File: config.mk
export PLATFORM = sky130hd
export DESIGN_NAME = updown_counter_n
export DESIGN_NICKNAME = d
export VERILOG_FILES = /design/src/rtl/updown_counter_n.sv
export SDC_FILE = /design/constraint.sdc
export NUM_CORES = 1
export LEC_CHECK = 0
export ABC_AREA = 1
export CAP_MARGIN = 0
export CORE_ASPECT_RATIO = 0.75
export CORE_MARGIN = 2
export CORE_UTILIZATION = 50
export DETAILED_ROUTE_END_ITERATION = 12
export DONT_BUFFER_PORTS = 1
export PLACE_DENSITY = 0.68
export SLEW_MARGIN = 20
export SYNTH_ARGS = -nofsm -noshare
export SYNTH_HDL_FRONTEND = slang
export SYNTH_SLANG_ARGS = --single-unit
export TNS_END_PERCENT = 30
File: constraint.sdc
create_clock -name clk -period 2.45 [get_ports clk]
set_input_delay 0.245 -clock clk [delete_from_list [all_inputs] [get_ports clk]]
set_output_delay 0.245 -clock clk [all_outputs]
set_load 0.1 [all_outputs]
File: src/rtl/updown_counter_n.sv
// Prescaled up/down counter with synchronous load, run/pause toggle and a
// choice of wrap-around or saturating behaviour at the count limits.
module updown_counter_n #(
   parameter int WIDTH    = 8,
   parameter int DIV_BITS = 26,
   parameter int SATURATE = 0
) (
   input  logic             clk,
   input  logic             BTNR,
   input  logic             BTNU,
   input  logic             BTND,
   input  logic             BTNL,
   input  logic             BTNC,
   input  logic [WIDTH-1:0] load_val,
   output logic [WIDTH-1:0] count,
   output logic             tick,
   output logic             at_max,
   output logic             at_min,
   output logic             wrap,
   output logic             dir,
   output logic             running
);

   localparam bit HOLD_AT_LIMIT = (SATURATE != 0);

   logic [WIDTH-1:0]    count_reg;
   logic [WIDTH-1:0]    count_next;
   logic [DIV_BITS-1:0] prescaler_reg;
   logic [DIV_BITS-1:0] prescaler_next;
   logic                running_reg;
   logic                running_next;
   logic                dir_reg;
   logic                dir_next;
   logic                wrap_reg;
   logic                wrap_next;
   logic                btnc_q_reg;
   logic                btnc_rise;
   logic                step_up;
   logic                step_down;

   assign tick      = running_reg & (&prescaler_reg);
   assign at_max    = &count_reg;
   assign at_min    = ~|count_reg;
   assign btnc_rise = BTNC & ~btnc_q_reg;

   // Pressing both directions at once cancels the step entirely.
   assign step_up   = tick & BTNU & ~BTND;
   assign step_down = tick & BTND & ~BTNU;

   always_comb begin
      count_next     = count_reg;
      dir_next       = dir_reg;
      wrap_next      = 1'b0;
      prescaler_next = running_reg ? prescaler_reg + DIV_BITS'(1) : prescaler_reg;
      running_next   = running_reg ^ btnc_rise;

      if (BTNL) begin
         count_next     = load_val;
         prescaler_next = '0;
      end else if (step_up) begin
         dir_next = 1'b1;
         if (!(at_max && HOLD_AT_LIMIT)) begin
            count_next = count_reg + WIDTH'(1);
            wrap_next  = at_max;
         end
      end else if (step_down) begin
         dir_next = 1'b0;
         if (!(at_min && HOLD_AT_LIMIT)) begin
            count_next = count_reg - WIDTH'(1);
            wrap_next  = at_min;
         end
      end
   end

   // The step above uses the pre-toggle tick; running only changes afterwards.
   always_ff @(posedge clk or posedge BTNR) begin
      if (BTNR) begin
         count_reg     <= '0;
         prescaler_reg <= '0;
         running_reg   <= 1'b1;
         dir_reg       <= 1'b1;
         wrap_reg      <= 1'b0;
         btnc_q_reg    <= 1'b0;
      end else begin
         count_reg     <= count_next;
         prescaler_reg <= prescaler_next;
         running_reg   <= running_next;
         dir_reg       <= dir_next;
         wrap_reg      <= wrap_next;
         btnc_q_reg    <= BTNC;
      end
   end

   assign count   = count_reg;
   assign wrap    = wrap_reg;
   assign dir     = dir_reg;
   assign running = running_reg;

endmodule

Word-level counts from Yosys, hierarchy flattened
Cells that the tools add are included.
- input bits: 14
- word-level logic and storage cells: 38
- RAM bits: 0
- output and inout bits: 14
- memories: 0
- ROM bits: 0
- register bits: 38
- latch bits: 0
- reduce and logical (&&, ||, !) cells: 8
- order comparisons: 0
- divide/modulo/power cells: 0
- bitwise logic cells: 11
- muxes and demuxes: 10
- $add $sub $neg: 3
- $mul: 0
- shift-type cells: 0
- equality and inequality tests: 0
- operators by type and width (kind ; count):
    two-way mux 26 bit ; 2
    adder 26 x 1 -> 26 bit (second input constant) ; 1
    AND reduction 26 bit ; 1
    two-way mux 8 bit ; 3
    adder 8 x 1 -> 8 bit (second input constant) ; 1
    AND reduction 8 bit ; 1
    OR reduction 8 bit ; 1
    subtractor 8 x 1 -> 8 bit (second input constant) ; 1
    AND 1 bit ; 6
    two-way mux 1 bit ; 5
    NOT 1 bit ; 4
    nonzero test 2 bit ; 2
    nonzero test 3 bit ; 1
    AND reduction 2 bit ; 1
    logical NOT 1 bit ; 1
    bitwise XOR 1 bit ; 1

Longest topological paths before layout
- depth after elaboration: 7
- gate-level depth with buffers: 17
- gate-level depth less buffers: 17

Worst setup path before layout
Ideal clock, no wire load.
- path type: flip-flop to flip-flop
- start: register running_reg (netlist: running)
- end: register count_reg[4] (netlist: count[4])
- arrival time: 4.118 ns
- buffers on the path: 1
- setup slack: -1.790 ns
- library setup time: 0.123 ns
- period minus slack after synthesis: 4.240 ns
- stages on the path, launching flop included: 15
- path through: dfstp_2 buf_6 nand3_2 nor2_2 nand4_2 nor4_4 nand2_1 ha_1 a21oi_1 nand2_1 or2_2 nand3_1 nand2_1 nand2_1 nand2_1
- longest elaborated chain between the ends: 5
- elaborated cells between the ends (all ways): 8
- classes of those cells: 2 x mux; 5 x bitwise; 1 x reduce/logical
- ends and longest elaborated chain (what ; line ; text):
    from (decl) ; 30 ; logic running_reg;
    from (signal assigned) ; 87 ; running_reg <= running_next;
    AND 1 bit * ; 41 ; assign tick = running_reg & (&prescaler_reg);
    net tick ; 16 ; output logic tick,
    AND 1 bit (2 in series) ; 47 ; assign step_up = tick & BTNU & ~BTND;
    two-way mux 8 bit ; 60 ; end else if (step_up) begin
    two-way mux 8 bit ; 57 ; if (BTNL) begin
    to (signal assigned) ; 85 ; count_reg <= count_next;
    to (decl) ; 26 ; logic [WIDTH-1:0] count_reg;
The timed path passes the listed nets; every way through them passes the cells marked *.
A chain may end at the register's enable or synchronous reset.

Worst setup path in the final report
- start: register running_reg (netlist: running)
- end: register count_reg[6] (netlist: count[6])
- longest elaborated chain between the ends: 5
- elaborated cells between the ends (all ways): 8
- classes of those cells: 2 x mux; 5 x bitwise; 1 x reduce/logical
- ends and longest elaborated chain (what ; line):
    AND 1 bit * ; 41
    AND 1 bit (2 in series) ; 47
    two-way mux 8 bit ; 60
    two-way mux 8 bit ; 57
Mark *: on every way between the ends. The rest lies on a longest branch, timed or not.

==> impl_metrics.env <==
export IMPL_r2r_start="running"
export IMPL_wl_per_cell_um=14.24
export IMPL_drcViolationCount=0
export IMPL_seqPwrFrac_pct=36.2
export IMPL_critical_path_max_fanout=7
export IMPL_start_kind="flop"
export IMPL_avgSynthCellArea_um2=7.348
export IMPL_ys_flop_type="dfrtp_1"
export IMPL_worst_path_max_delay_cell="dfstp_4"
export IMPL_setup_viol=6
export IMPL_fill_cells=414
export IMPL_async_reset_ff_share_pct=100.0
export IMPL_ys_seq_area_share_pct=36.76
export IMPL_hold_depth=1
export IMPL_fin_skew_ns=0.008702
export IMPL_swShare_pct=41.39
export IMPL_cts_tree="built"
export IMPL_required_ns=2.64
export IMPL_placed_cells=451
export IMPL_stdcell_count=473
export IMPL_grt_setup_unrepaired="true"
export IMPL_largest_reg_flops=26
export IMPL_via_count=2529
export IMPL_die_h_um=66.38
export IMPL_antenna_found_initial=0
export IMPL_netlist_area_mm2=0.002594
export IMPL_clk_pin_slew_worst_paths_ns=0.08
export IMPL_outcome="finished with violations"
export IMPL_ys_warn_count=0
export IMPL_crit_path_end_kind="flop"
export IMPL_slew_violations=0
export IMPL_drtIter0Drc=141
export IMPL_r2r_slack_ns=-0.22
export IMPL_violations="setup timing"
export IMPL_cp_cell_sequence="nand3_4, nor2_4, nand4_4, nor4_4, nand2_4, buf_4, ha_4, nand2_2, or2_4, nand3_1, nand2_1, nand3_1, nand2_1, nand2_1, nand2_1"
export IMPL_power_switching_mw=0.8493
export IMPL_ys_seq_elements=38
export IMPL_numCtsBuffers=5
export IMPL_hold_start="BTNL"
export IMPL_first_pass_iters=5
export IMPL_start_util_pct=52.35
export IMPL_hold_path_class="in2reg"
export IMPL_synth_edf_count=0
export IMPL_setup_slack_ns=-0.2182
export IMPL_grt_usage_pct=25.17
export IMPL_grt_overflow_total=0
export IMPL_cts_root_buffer="clkbuf_8"
export IMPL_dp_hpwl_mm=5.048
export IMPL_mostFrequentLayoutCell="nand2_1"
export IMPL_rows=22
export IMPL_reg2reg_to="count[6]"
export IMPL_detail_route_antenna_nets=0
export IMPL_hold_end="prescaler_reg[15]"
export IMPL_worstSkewPairLatency_ns=0.29
export IMPL_arrival_ns=2.86
export IMPL_place_area_mm2=0.003095
export IMPL_ir_worst_vdd_mv=0.3864
export IMPL_crit_top_cell="nand2_1"
export IMPL_pre_cts_slack_ns=-0.1932
export IMPL_synth_distinct_cells=38
export IMPL_grt_pass1_wl_mm=11.20
export IMPL_fmax_mhz=374.8
export IMPL_cts_hold_buf=2
export IMPL_core_mm2=0.004955
export IMPL_dieArea_mm2=0.005786
export IMPL_power_density_mw_per_mm2=618.4
export IMPL_power_frac_comb_pct=41.6
export IMPL_worst_hold_slack_ns=0.006546
export IMPL_worstSetupPathType="reg2reg"
export IMPL_cp_slowest_stage_delay_ns=0.63
export IMPL_grt_pass1_vias=2376
export IMPL_vias_per_cell=5.347
export IMPL_final_util_pct=66.97
export IMPL_fin_crit_sh_pct=108.9
export IMPL_final_area_mm2=0.003318
export IMPL_area_growth_pct=27.93
export IMPL_p_clk_share_pct=22.2
export IMPL_cts_num_sinks=38
export IMPL_relSlewSlack_pct=42.39
export IMPL_period_minus_slack_ns=2.668
export IMPL_h_tree_depth=2
export IMPL_io_pins=28
export IMPL_tightest_slew_ns=0.8647
export IMPL_drive_above_1_share_pct=27.85
export IMPL_p_int_mw=1.203
export IMPL_leakagePower_nw=1.550
export IMPL_portBuffers=0
export IMPL_die_w_um=87.17
export IMPL_layout_common_cells="96 x nand2_1, 54 x buf_4, 37 x inv_1"
export IMPL_netlist_instances=353
export IMPL_grt_max_degree=39
export IMPL_routed_wirelength_mm=6.736
export IMPL_synth_nets=376
export IMPL_gp_congestion=0.8712
export IMPL_hold_violations=0
export IMPL_diodes=0
export IMPL_reg2reg_depth=15
export IMPL_clockBufferDepth=2
export IMPL_nNetsFinal=435
export IMPL_cap_violations=0
-- per-stage QoR --
step	TNS, ns	total power, mW
floorplan	-12.46	1.370
global placement	-0.4399	1.538
detailed placement	-0.7144	1.557
CTS	-0.04251	2.022
global route	-1.910	2.166
finish	-0.8711	2.052
-- power groups by stage --
stage | clock network, mW | logic [mW] | registers (mW)
floorplan | 0 | 0.363 | 1.01
global placement | 0 | 0.786 | 0.752
detailed placement | 0 | 0.803 | 0.754
CTS | 0.463 | 0.816 | 0.743
global route | 0.496 | 0.922 | 0.748
finish | 0.455 | 0.854 | 0.743
-- cells by family (layout without fill, tap and decap cells) --
family          count (synthesis)  in the layout  synth area share (%)
simple gates                  209            209                 39.65
buf+inv                        47            107                 7.284
compound gates                 44             44                 9.552
flops                          38             38                 36.76
fa+ha+maj                       9              9                 4.631
xor+xnor                        4              4                 1.351
mux                             2              2                0.7719
-- cell type report --
| class | count | area [µm²] | share of cell area [%] |
|---|---|---|---|
| Clock buffer | 8 | 90.09 | 2.715 |
| Inverter | 41 | 156.4 | 4.713 |
| Multi-Input combinational cell | 268 | 1578 | 47.55 |
| Sequential cell | 38 | 957.2 | 28.85 |
| Tap cell | 60 | 75.07 | 2.262 |
| Timing Repair Buffer | 58 | 461.7 | 13.91 |
-- cell usage after synthesis, types with 2 or more instances --
cell	number	area, µm²
a21oi_2	2	17.52
dfrtp_1	36	900.9
nor3_1	8	40.04
nand4_2	3	37.54
mux2i_1	2	20.02
nand2_2	4	25.02
nor2_2	5	31.28
buf_2	2	10.01
nand3_2	5	50.05
xor2_1	3	26.28
dfstp_2	2	52.55
clkbuf_1	2	7.510
nor2_4	5	56.30
o21ai_2	3	26.28
a21oi_1	18	90.09
ha_1	8	100.1
nand4_1	19	118.9
nand3_1	21	105.1
nand2_1	98	367.9
inv_1	39	146.4
nor2_1	34	127.6
o21ai_0	17	85.08
or2_2	2	12.51
-- worst max path at each step --
stage,startpoint,endpoint,slack (ns),cells past startpoint
after global placement,running,count[5],-0.13,15
after floorplan,running,count[4],-1.44,14
after CTS,running,count[5],-0.02,15
final,running,count[6],-0.22,15
after detailed placement,running,count[5],-0.19,15
after global routing,running,count[5],-0.36,15
-- critical path, delay by kind of cell (launching register included) --
family | cells | cell delay, ns
buffers and inverters | 1 | 0.20
adders and majority gates | 1 | 0.26
and+or+nand+nor | 13 | 1.47
DFF | 1 | 0.63
-- layer usage --
layer	vias to the layer above	wire, µm	GRT usage [%]
met5	-	0	0
met2	68	2828	36.55
met3	4	350	5.243
met4	0	37	3.462
li1	1283	-	-
met1	1174	3519	39.09
-- what timing repair did --
item / CTS / global route
buffers inserted: 3 / 9
endpoints found under the setup margin: 6 / 6
gates resized for setup: 2 / 6
hold endpoints to repair: 37 / 1
pin swaps: 8 / 9
Note: power is estimated with default switching activity, not from simulation.
